## src/rtl/wchb_pkg.sv

```systemverilog
// Shared types and helpers for the clocked WCHB join.
// Holds the handshake state encoding, the "every channel set" test and
// the values that registers take on reset.
package wchb_pkg;

   typedef enum logic [1:0] {
      S_EMPTY = 2'd0,
      S_FULL  = 2'd1,
      S_ACKD  = 2'd2,
      S_RTZ   = 2'd3
   } state_t;

   // Widest channel vector all_set() can inspect; callers zero-extend into it.
   localparam int unsigned WCHB_MAX_CH = 64;

   localparam logic RST_ERR  = 1'b0;
   localparam logic RST_SYNC = 1'b0;

   // True when bits [n-1:0] of v are all ones; bits at n and above are ignored.
   function automatic logic all_set(input logic [WCHB_MAX_CH-1:0] v,
                                    input int unsigned            n);
      logic r;
      r = 1'b1;
      for (int unsigned i = 0; i < WCHB_MAX_CH; i++) begin
         if ((i < n) && !v[i]) begin
            r = 1'b0;
         end
      end
      return r;
   endfunction

   // Reset state: a pre-loaded token starts out already presented downstream.
   function automatic state_t reset_state(input int init);
      return (init != 0) ? S_FULL : S_EMPTY;
   endfunction

   function automatic logic reset_req(input int init);
      return (init != 0);
   endfunction

endpackage

```

## src/rtl/wchb_sync.sv

```systemverilog
// Two-flop synchronizer of parametrised width, reset to zero.
module wchb_sync
   import wchb_pkg::*;
#(
   parameter int W = 1
) (
   input  logic         clk,
   input  logic         rst,
   input  logic [W-1:0] d,
   output logic [W-1:0] q
);

   logic [W-1:0] meta_reg;
   logic [W-1:0] sync_reg;

   // Two register stages; the first may go metastable, the second is used.
   always_ff @(posedge clk) begin
      if (rst) begin
         meta_reg <= {W{RST_SYNC}};
         sync_reg <= {W{RST_SYNC}};
      end else begin
         meta_reg <= d;
         sync_reg <= meta_reg;
      end
   end

   assign q = sync_reg;

endmodule

```

## src/rtl/wchb_join_n.sv

```systemverilog
// N-channel join for 4-phase bundled-data channels in the clocked domain.
// Collects one token per input, presents the joined token downstream and
// returns the downstream acknowledge to every input; o_req only falls once
// every input request has fallen (C-element hysteresis).
// Optional macro WCHB_JOIN_SYNC_EN: pass i_req/i_ack through two-flop
// synchronizers (two extra cycles on every transition); data stays direct.
module wchb_join_n
   import wchb_pkg::*;
#(
   parameter int N_CH   = 2,
   parameter int DATA_W = 32,
   parameter int INIT   = 0
) (
   input  logic                   clk,
   input  logic                   rst,
   input  logic [N_CH-1:0]        i_req,
   output logic [N_CH-1:0]        o_ack,
   input  logic [N_CH*DATA_W-1:0] i_data,
   output logic                   o_req,
   input  logic                   i_ack,
   output logic [N_CH*DATA_W-1:0] o_data,
   output logic                   o_err
);

   generate
      if (N_CH < 2) begin : g_bad_n_ch
         $error("wchb_join_n: N_CH must be at least 2");
      end
      if (N_CH > int'(WCHB_MAX_CH)) begin : g_big_n_ch
         $error("wchb_join_n: N_CH exceeds WCHB_MAX_CH");
      end
   endgenerate

   logic [N_CH-1:0] req_s;
   logic            ack_s;

`ifdef WCHB_JOIN_SYNC_EN
   logic [N_CH:0] sync_q;

   wchb_sync #(.W(N_CH + 1)) u_sync (
      .clk (clk),
      .rst (rst),
      .d   ({i_ack, i_req}),
      .q   (sync_q)
   );

   assign req_s = sync_q[N_CH-1:0];
   assign ack_s = sync_q[N_CH];
`else
   assign req_s = i_req;
   assign ack_s = i_ack;
`endif

   state_t                  state_reg, state_next;
   logic [N_CH-1:0]         arrived_reg, arrived_next;
   logic [N_CH-1:0]         released_reg, released_next;
   logic [N_CH*DATA_W-1:0]  data_reg, data_next;
   logic                    err_reg, err_next;
   logic                    req_reg;
   logic [N_CH-1:0]         ack_reg;
   logic [N_CH-1:0]         capture;

   // Per-channel capture: the first cycle a request is seen high while empty.
   // A withdrawn-and-reraised request is not recaptured (arrived stays set).
   genvar gi;
   generate
      for (gi = 0; gi < N_CH; gi++) begin : g_chan
         assign capture[gi] = (state_reg == S_EMPTY) && req_s[gi] && !arrived_reg[gi];
         assign data_next[gi*DATA_W +: DATA_W] = capture[gi]
                                               ? i_data[gi*DATA_W +: DATA_W]
                                               : data_reg[gi*DATA_W +: DATA_W];
      end
   endgenerate

   // Next-state logic, per-channel bookkeeping and protocol-error detection.
   always_comb begin
      state_next    = state_reg;
      arrived_next  = arrived_reg;
      released_next = released_reg;
      err_next      = err_reg;
      case (state_reg)
         S_EMPTY: begin
            arrived_next = arrived_reg | req_s;
            if (((arrived_reg & ~req_s) != '0) || ack_s) begin
               err_next = 1'b1;
            end
            if (all_set(WCHB_MAX_CH'(arrived_reg | req_s), N_CH)) begin
               state_next = S_FULL;
            end
         end
         S_FULL: begin
            if (ack_s) begin
               state_next = S_ACKD;
            end
         end
         S_ACKD: begin
            released_next = released_reg | ~req_s;
            if ((released_reg & req_s) != '0) begin
               err_next = 1'b1;
            end
            if (all_set(WCHB_MAX_CH'(released_reg | ~req_s), N_CH)) begin
               state_next = S_RTZ;
            end
         end
         S_RTZ: begin
            if (!ack_s) begin
               state_next    = S_EMPTY;
               arrived_next  = '0;
               released_next = '0;
            end
         end
         default: begin
            state_next = S_EMPTY;
         end
      endcase
   end

   // State and output registers; outputs are decoded from the next state so
   // they change on the same edge as the state itself.
   always_ff @(posedge clk) begin
      if (rst) begin
         state_reg    <= reset_state(INIT);
         req_reg      <= reset_req(INIT);
         ack_reg      <= '0;
         arrived_reg  <= '0;
         released_reg <= '0;
         data_reg     <= '0;
         err_reg      <= RST_ERR;
      end else begin
         state_reg    <= state_next;
         req_reg      <= (state_next == S_FULL) || (state_next == S_ACKD);
         ack_reg      <= {N_CH{(state_next == S_ACKD) || (state_next == S_RTZ)}};
         arrived_reg  <= arrived_next;
         released_reg <= released_next;
         data_reg     <= data_next;
         err_reg      <= err_next;
      end
   end

   assign o_req  = req_reg;
   assign o_ack  = ack_reg;
   assign o_data = data_reg;
   assign o_err  = err_reg;

endmodule

```

## config.mk

```make
export PLATFORM = sky130hd
export DESIGN_NAME = wchb_join_n
export DESIGN_NICKNAME = d
export VERILOG_FILES = /design/src/rtl/wchb_pkg.sv /design/src/rtl/wchb_sync.sv /design/src/rtl/wchb_join_n.sv
export SDC_FILE = /design/constraint.sdc
export NUM_CORES = 1
export LEC_CHECK = 0
export CELL_PAD_IN_SITES_DETAIL_PLACEMENT = 1
export CELL_PAD_IN_SITES_GLOBAL_PLACEMENT = 1
export CORE_MARGIN = 4
export CORE_UTILIZATION = 28
export DETAILED_ROUTE_END_ITERATION = 8
export MAX_ROUTING_LAYER = met4
export PLACE_DENSITY = 0.9
export SLEW_MARGIN = 20
export SYNTH_ARGS = -nofsm -noshare
export SYNTH_HDL_FRONTEND = slang
export SYNTH_SLANG_ARGS = --single-unit
```

## constraint.sdc

```tcl
create_clock -name clk -period 2.2 [get_ports clk]
set_clock_uncertainty 0.15 [all_clocks]
set_input_delay 0.44 -clock clk [delete_from_list [all_inputs] [get_ports clk]]
set_output_delay 0.44 -clock clk [all_outputs]
set_load 0.01 [all_outputs]
```

==> summary.md, run 1 <==
| Metric | Value |
|---|---|
| Post-CTS setup buffers | 0 |
| Port Buffers | approximately 140 |
| Vias in the first global route | approximately 2,800 |
| Largest net degree at the start of global routing | 41 |
| Root cell of the clock tree | clkbuf_8 |
| Post-synthesis cell area | 2760 µm² |
| Post-cts resize count | 0 |
| Starting density of the core | 29.4% |
| GR Overflow Total | 0 |
| Hold buffers post-CTS | 0 |
| FF+latch count, synth | 72 |
| Chip height | 107 µm |
| Routability cong. | 0.721 |
| Stop err | [ERROR DRT-0255] Maze Route cannot find path of net clk in worker of routeBox ( 96600 0 ) ( 107355 48300 ). |
| Failing step | detailed routing |
| CTS max path bufs | 2 |
| Fraction of the yosys area taken by sequential cells | a little over half |
| Status | aborted with a tool error |
| Global-route wire length before repair | between 10 and 15 mm |
| Die width | between 100 and 150 µm |
| GRT Util Overall | ~16% |
| Num ports | 137 |
| # rows | 35 |
| Initial antenna violation count | 0 |
| Hpwl dp | 6.37 mm |
| Mean Syn Cell Area | 8.30 µm² |
| Syn_nets | 402 |
| # clock sinks | 72 |
| Cell Area, Placed | 4240 µm² |
| Number of H-tree levels | 3 |
| Netlist cell types | 29 |
| CTS buffer count | 9 |
| Synth warn | 0 |
| Syn Inst Count | 333 |
## metrics by stage
stage                     setup slack (ns)  std cells
after detailed placement             0.114        580
after global routing                 0.193        596
after global placement               0.158        580
after CTS                            0.225        596
after floorplan                      0.514        333
## per-layer routing
metal  track usage, %
met5                -
met4             5.41
met2             25.3
met1             18.3
met3             5.46
## Yosys cell counts, drive strengths merged
master,count,area [µm²]
nand2,133,524
dfxtp,72,1440
a21oi,69,383
buf,19,139
clkbuf,8,31.3
nand2b,6,37.5
inv,4,15.0
nor2b,3,18.8
a2111oi,2,18.8
a21o,2,15.0
a221oi,2,17.5
nor4b,2,38.8
o21bai,2,15.0
or4b,2,20.0
a221o,1,10.0
a31oi,1,6.26
and2,1,6.26
nand3,1,5.00
nor2,1,3.75
o221ai,1,8.76
o41ai,1,8.76
## logic make-up after synthesis
family	synth area share, %
AND/OR/NAND/NOR	23.7
AO/OA/AOI/OAI	17.5
flip-flops	52.2
buffers and inverters	6.70
==> inputs of run 2 (changes only) <==
==> config.mk (replaced) <==
export PLATFORM = sky130hd
export DESIGN_NAME = wchb_join_n
export DESIGN_NICKNAME = d
export VERILOG_FILES = /design/src/rtl/wchb_pkg.sv /design/src/rtl/wchb_sync.sv /design/src/rtl/wchb_join_n.sv
export SDC_FILE = /design/constraint.sdc
export NUM_CORES = 1
export LEC_CHECK = 0
export CORE_MARGIN = 4
export CORE_UTILIZATION = 40
export DETAILED_ROUTE_END_ITERATION = 8
export PLACE_DENSITY_LB_ADDON = 0.15
export SLEW_MARGIN = 20
export SYNTH_ARGS = -nofsm -noshare
export SYNTH_HDL_FRONTEND = slang
export SYNTH_SLANG_ARGS = --single-unit
==> summary.md, run 2 <==
| Metric | Value |
|---|---|
| Worst-Margin Slew | 0.384 ns |
| Largest net degree at the start of global routing | 43 (+4.9%) |
| WS Path Type | register to output port |
| Commonest cells in the netlist | nand2_1 (123), dfxtp_1 (72), a21oi_1 (59), a21oi_2 (10), nand2_2 (10) |
| Flop-to-flop setup slack | 0.50 ns |
| Core ar. | 6760 µm² |
| Final hold slack | a little over 0.3 ns |
| HP Start | o_data[53] |
| Worst slew margin | 73.8% |
| Maximum VDD drop | approximately 430 µV |
| Routability cong. | 0.751 (+4.2%) |
| Antenna Violating Nets Remaining | 0 |
| XOR/XNOR Fraction of Synth Area | 0% (unchanged) |
| Largest family of logic cells by synthesized area | simple AND/OR/NAND/NOR gates |
| Leakage dissipation | 1.59 nW |
| TritonCTS clock tree | built |
| Antenna cells | 0 |
| CP Data Arrival Time | 1.34 ns |
| Die area | 8300 µm² |
| Footprint of the multi-input gates | 1150 µm² |
| Global-route wire length before repair | 11.4 mm (-18%) |
| Initial drt markers | 93 |
| Crit-path max FO | 5 |
| Fraction of the yosys area taken by sequential cells | 52.2% (unchanged) |
| Fin crit share | 87.6% |
| Mux contribution to synthesized area | 0% (unchanged) |
| Post-Synth Simple-Gate Area | 23.7% (unchanged) |
| Max-slew violations | 0 |
| Hold buffers post-CTS | 0 (unchanged) |
| Most frequent cells in the layout | clkdlybuf4s50_1 (135), nand2_1 (123), dfxtp_1 (72) |
| Vias in the first global route | 2,485 (-12%) |
| Worst reg2reg path depth | 5 |
| Critical Path Sink Type | output port |
| Max FFs per register | 64 |
| Drt first pass iters | 4 |
| Ratio of cells with drive above 1 in the final layout | a little over a tenth |
| Clock latency on the worst-skew pair | 0.33 ns |
| Nets | 532 |
| Starting density of the core | 40.9% (+12 points) |
| FF-to-FF Start | o_ack[0] |
| Cell Area, Placed | 4200 µm² (-0.97%) |
| Vias/cell | 4.81 |
| Adder-cell share of the synthesized area | 0% (unchanged) |
| GR Layer Usage met2 | 27.8% (+2.5 points) |
| WP buf/inv | 1 |
| # clock sinks | 72 (unchanged) |
| Syn_nets | 402 (unchanged) |
| Status | finished clean |
| GRT Util Overall | 16.9% (+1.2 points) |
| Worst min path class | register to register |
| FF+latch count, synth | 72 (unchanged) |
| Port Buffers | 136 (unchanged) |
| Type of origin of the critical path | register |
| GR Overflow Total | 0 (unchanged) |
| Syn Inst Count | 333 (unchanged) |
| CP delay by family, top | buffers and inverters |
| Post-synthesis compound-gate area fraction | 17.5% (unchanged) |
| Post-synth top area share | 52.2% (unchanged) |
| # rows | 30 (-14%) |
| Post-synth ARST share | 0% (unchanged) |
| Hold Path Sink | o_data[53] |
| Initial antenna violation count | 0 (unchanged) |
| Clock transition at the registers of the reported paths | roughly 0.070 ns |
| Achievable Freq | between 500 and 600 MHz |
| Root cell of the clock tree | clkbuf_8 |
| Top Usage Layer GRT | met2 |
| Pwr Density | around 760 nW/µm² |
| Met3 Use GR | 6.88% (+1.4 points) |
| Top cells by area, synth | dfxtp_1 (52%), nand2_1 (17%), a21oi_1 (11%) |
| Yosys top cell by area | dfxtp_1 |
| Post-cts resize count | 0 (unchanged) |
| Mean Syn Cell Area | 8.30 µm² (unchanged) |
| Unrepaired setup endpoints after global routing | false |
| MaxCap Viol Count | 0 |
| Via count | 2,634 |
| Drt drc | 0 |
| Number of H-tree levels | 3 (unchanged) |
| Design Area, Final | 4400 µm² |
| EDFF count, synth | 0 (unchanged) |
| Critical-path top delay cell | clkdlybuf4s50_1 |
| Synth Flop Type | dfxtp_1 |
| Post-route setup TNS | 0 ns |
| Post-CTS setup buffers | 0 (unchanged) |
| CP Cell Sequence | clkdlybuf4s50_1 |
| Netlist cell types | 29 (unchanged) |
| Average wire per standard cell | 12.9 µm |
| Final Hold Fails | 0 |
| Chip height | 91.1 µm (-15%) |
| Register Area | 1440 µm² |
| Syn-to-layout area delta | 59.3% |
| Die width | 91.1 µm (-15%) |
| Post-layout min period | 1.93 ns |
| Commonest non-fill, non-tap cell in the layout | clkdlybuf4s50_1 |
| Synth warn | 0 (unchanged) |
| Num ports | 137 (unchanged) |
| CTS buffer count | 9 (unchanged) |
| CP required | 1.61 ns |
| Setup violations, final | 0 |
| Max incr delay on CP | about 0.58 ns |
| Reg-to-reg endpoint | o_data[7] |
| Routed WL | 7.09 mm |
| Hpwl dp | 4.99 mm (-22%) |
| Post-synthesis cell area | 2760 µm² (unchanged) |
| Count leader, synth | nand2_1 |
| Worst Hold Path Cells | 2 |
| Global routing usage on met1 | 19.2% (+0.96 points) |
| CTS max path bufs | 2 (unchanged) |
| Filler Cell Count | between 500 and 600 |
==> run 2: cell counts after synthesis <==
Identical to the previous run, type by type.
==> run 2: how the worst max path moves through the flow <==
stage	start	endpoint	slack [ns]	cells past startpoint
final	o_ack[0]	o_ack[1]	0.27	1
after global routing	o_ack[0]	o_ack[1]	0.22	1
after CTS	o_ack[0]	o_ack[1]	0.25	1
after detailed placement	i_req[0]	o_data[7]	0.17	5
after global placement	i_req[0]	o_data[7]	0.18	5
after floorplan	i_req[1]	o_data[63]	0.51	6
==> run 2: area by class of cell <==
class,instances,share of cell area [%]
multi-input cells,230,26.0
clock buffers,11,3.44
well taps,80,2.27
flip-flops and latches,72,32.7
inverters,4,0.341
repair buffers,146,33.9
clock inverters,5,1.25
==> run 2: routing by layer <==
metal / vias up / routed length [µm]
met4: 0 / 116
met2: 91 / 3290
li1: 1342 / -
met5: - / 0
met1: 1193 / 3010
met3: 8 / 672
==> run 2: power by group <==
| group | switching (mW) | internal (mW) | total (mW) |
|---|---|---|---|
| clock | 0.478 | 0.581 | 1.06 |
| sequential | 0.0737 | 1.42 | 1.50 |
| combinational | 0.346 | 0.434 | 0.780 |
| total | 0.898 | 2.44 | 3.33 |
==> run 2: through the flow <==
stage | cells | power [mW] | utilization, % | setup slack (ns)
3_3_place_gp | 532 | 2.30 | 62.1 | 0.180
2_1_floorplan | 333 | 1.90 | - | 0.514
5_1_grt | 548 | 3.50 | 65.2 | 0.219
3_5_place_dp | 532 | 2.32 | 62.1 | 0.169
6_report | 548 | 3.33 | 65.2 | 0.273
4_1_cts | 548 | 3.38 | 65.2 | 0.248
==> run 2: logic make-up after synthesis <==
family,count (synthesis)
compound gates,81
buf+inv,31
flops,72
simple gates,149
==> run 2: tightest hold or removal path: stages (launching register included) <==
cell and delay (ns):
dfxtp_1 0.31, nand2_1 0.05, a21oi_1 0.05
Note: power is estimated with default switching activity, not from simulation.
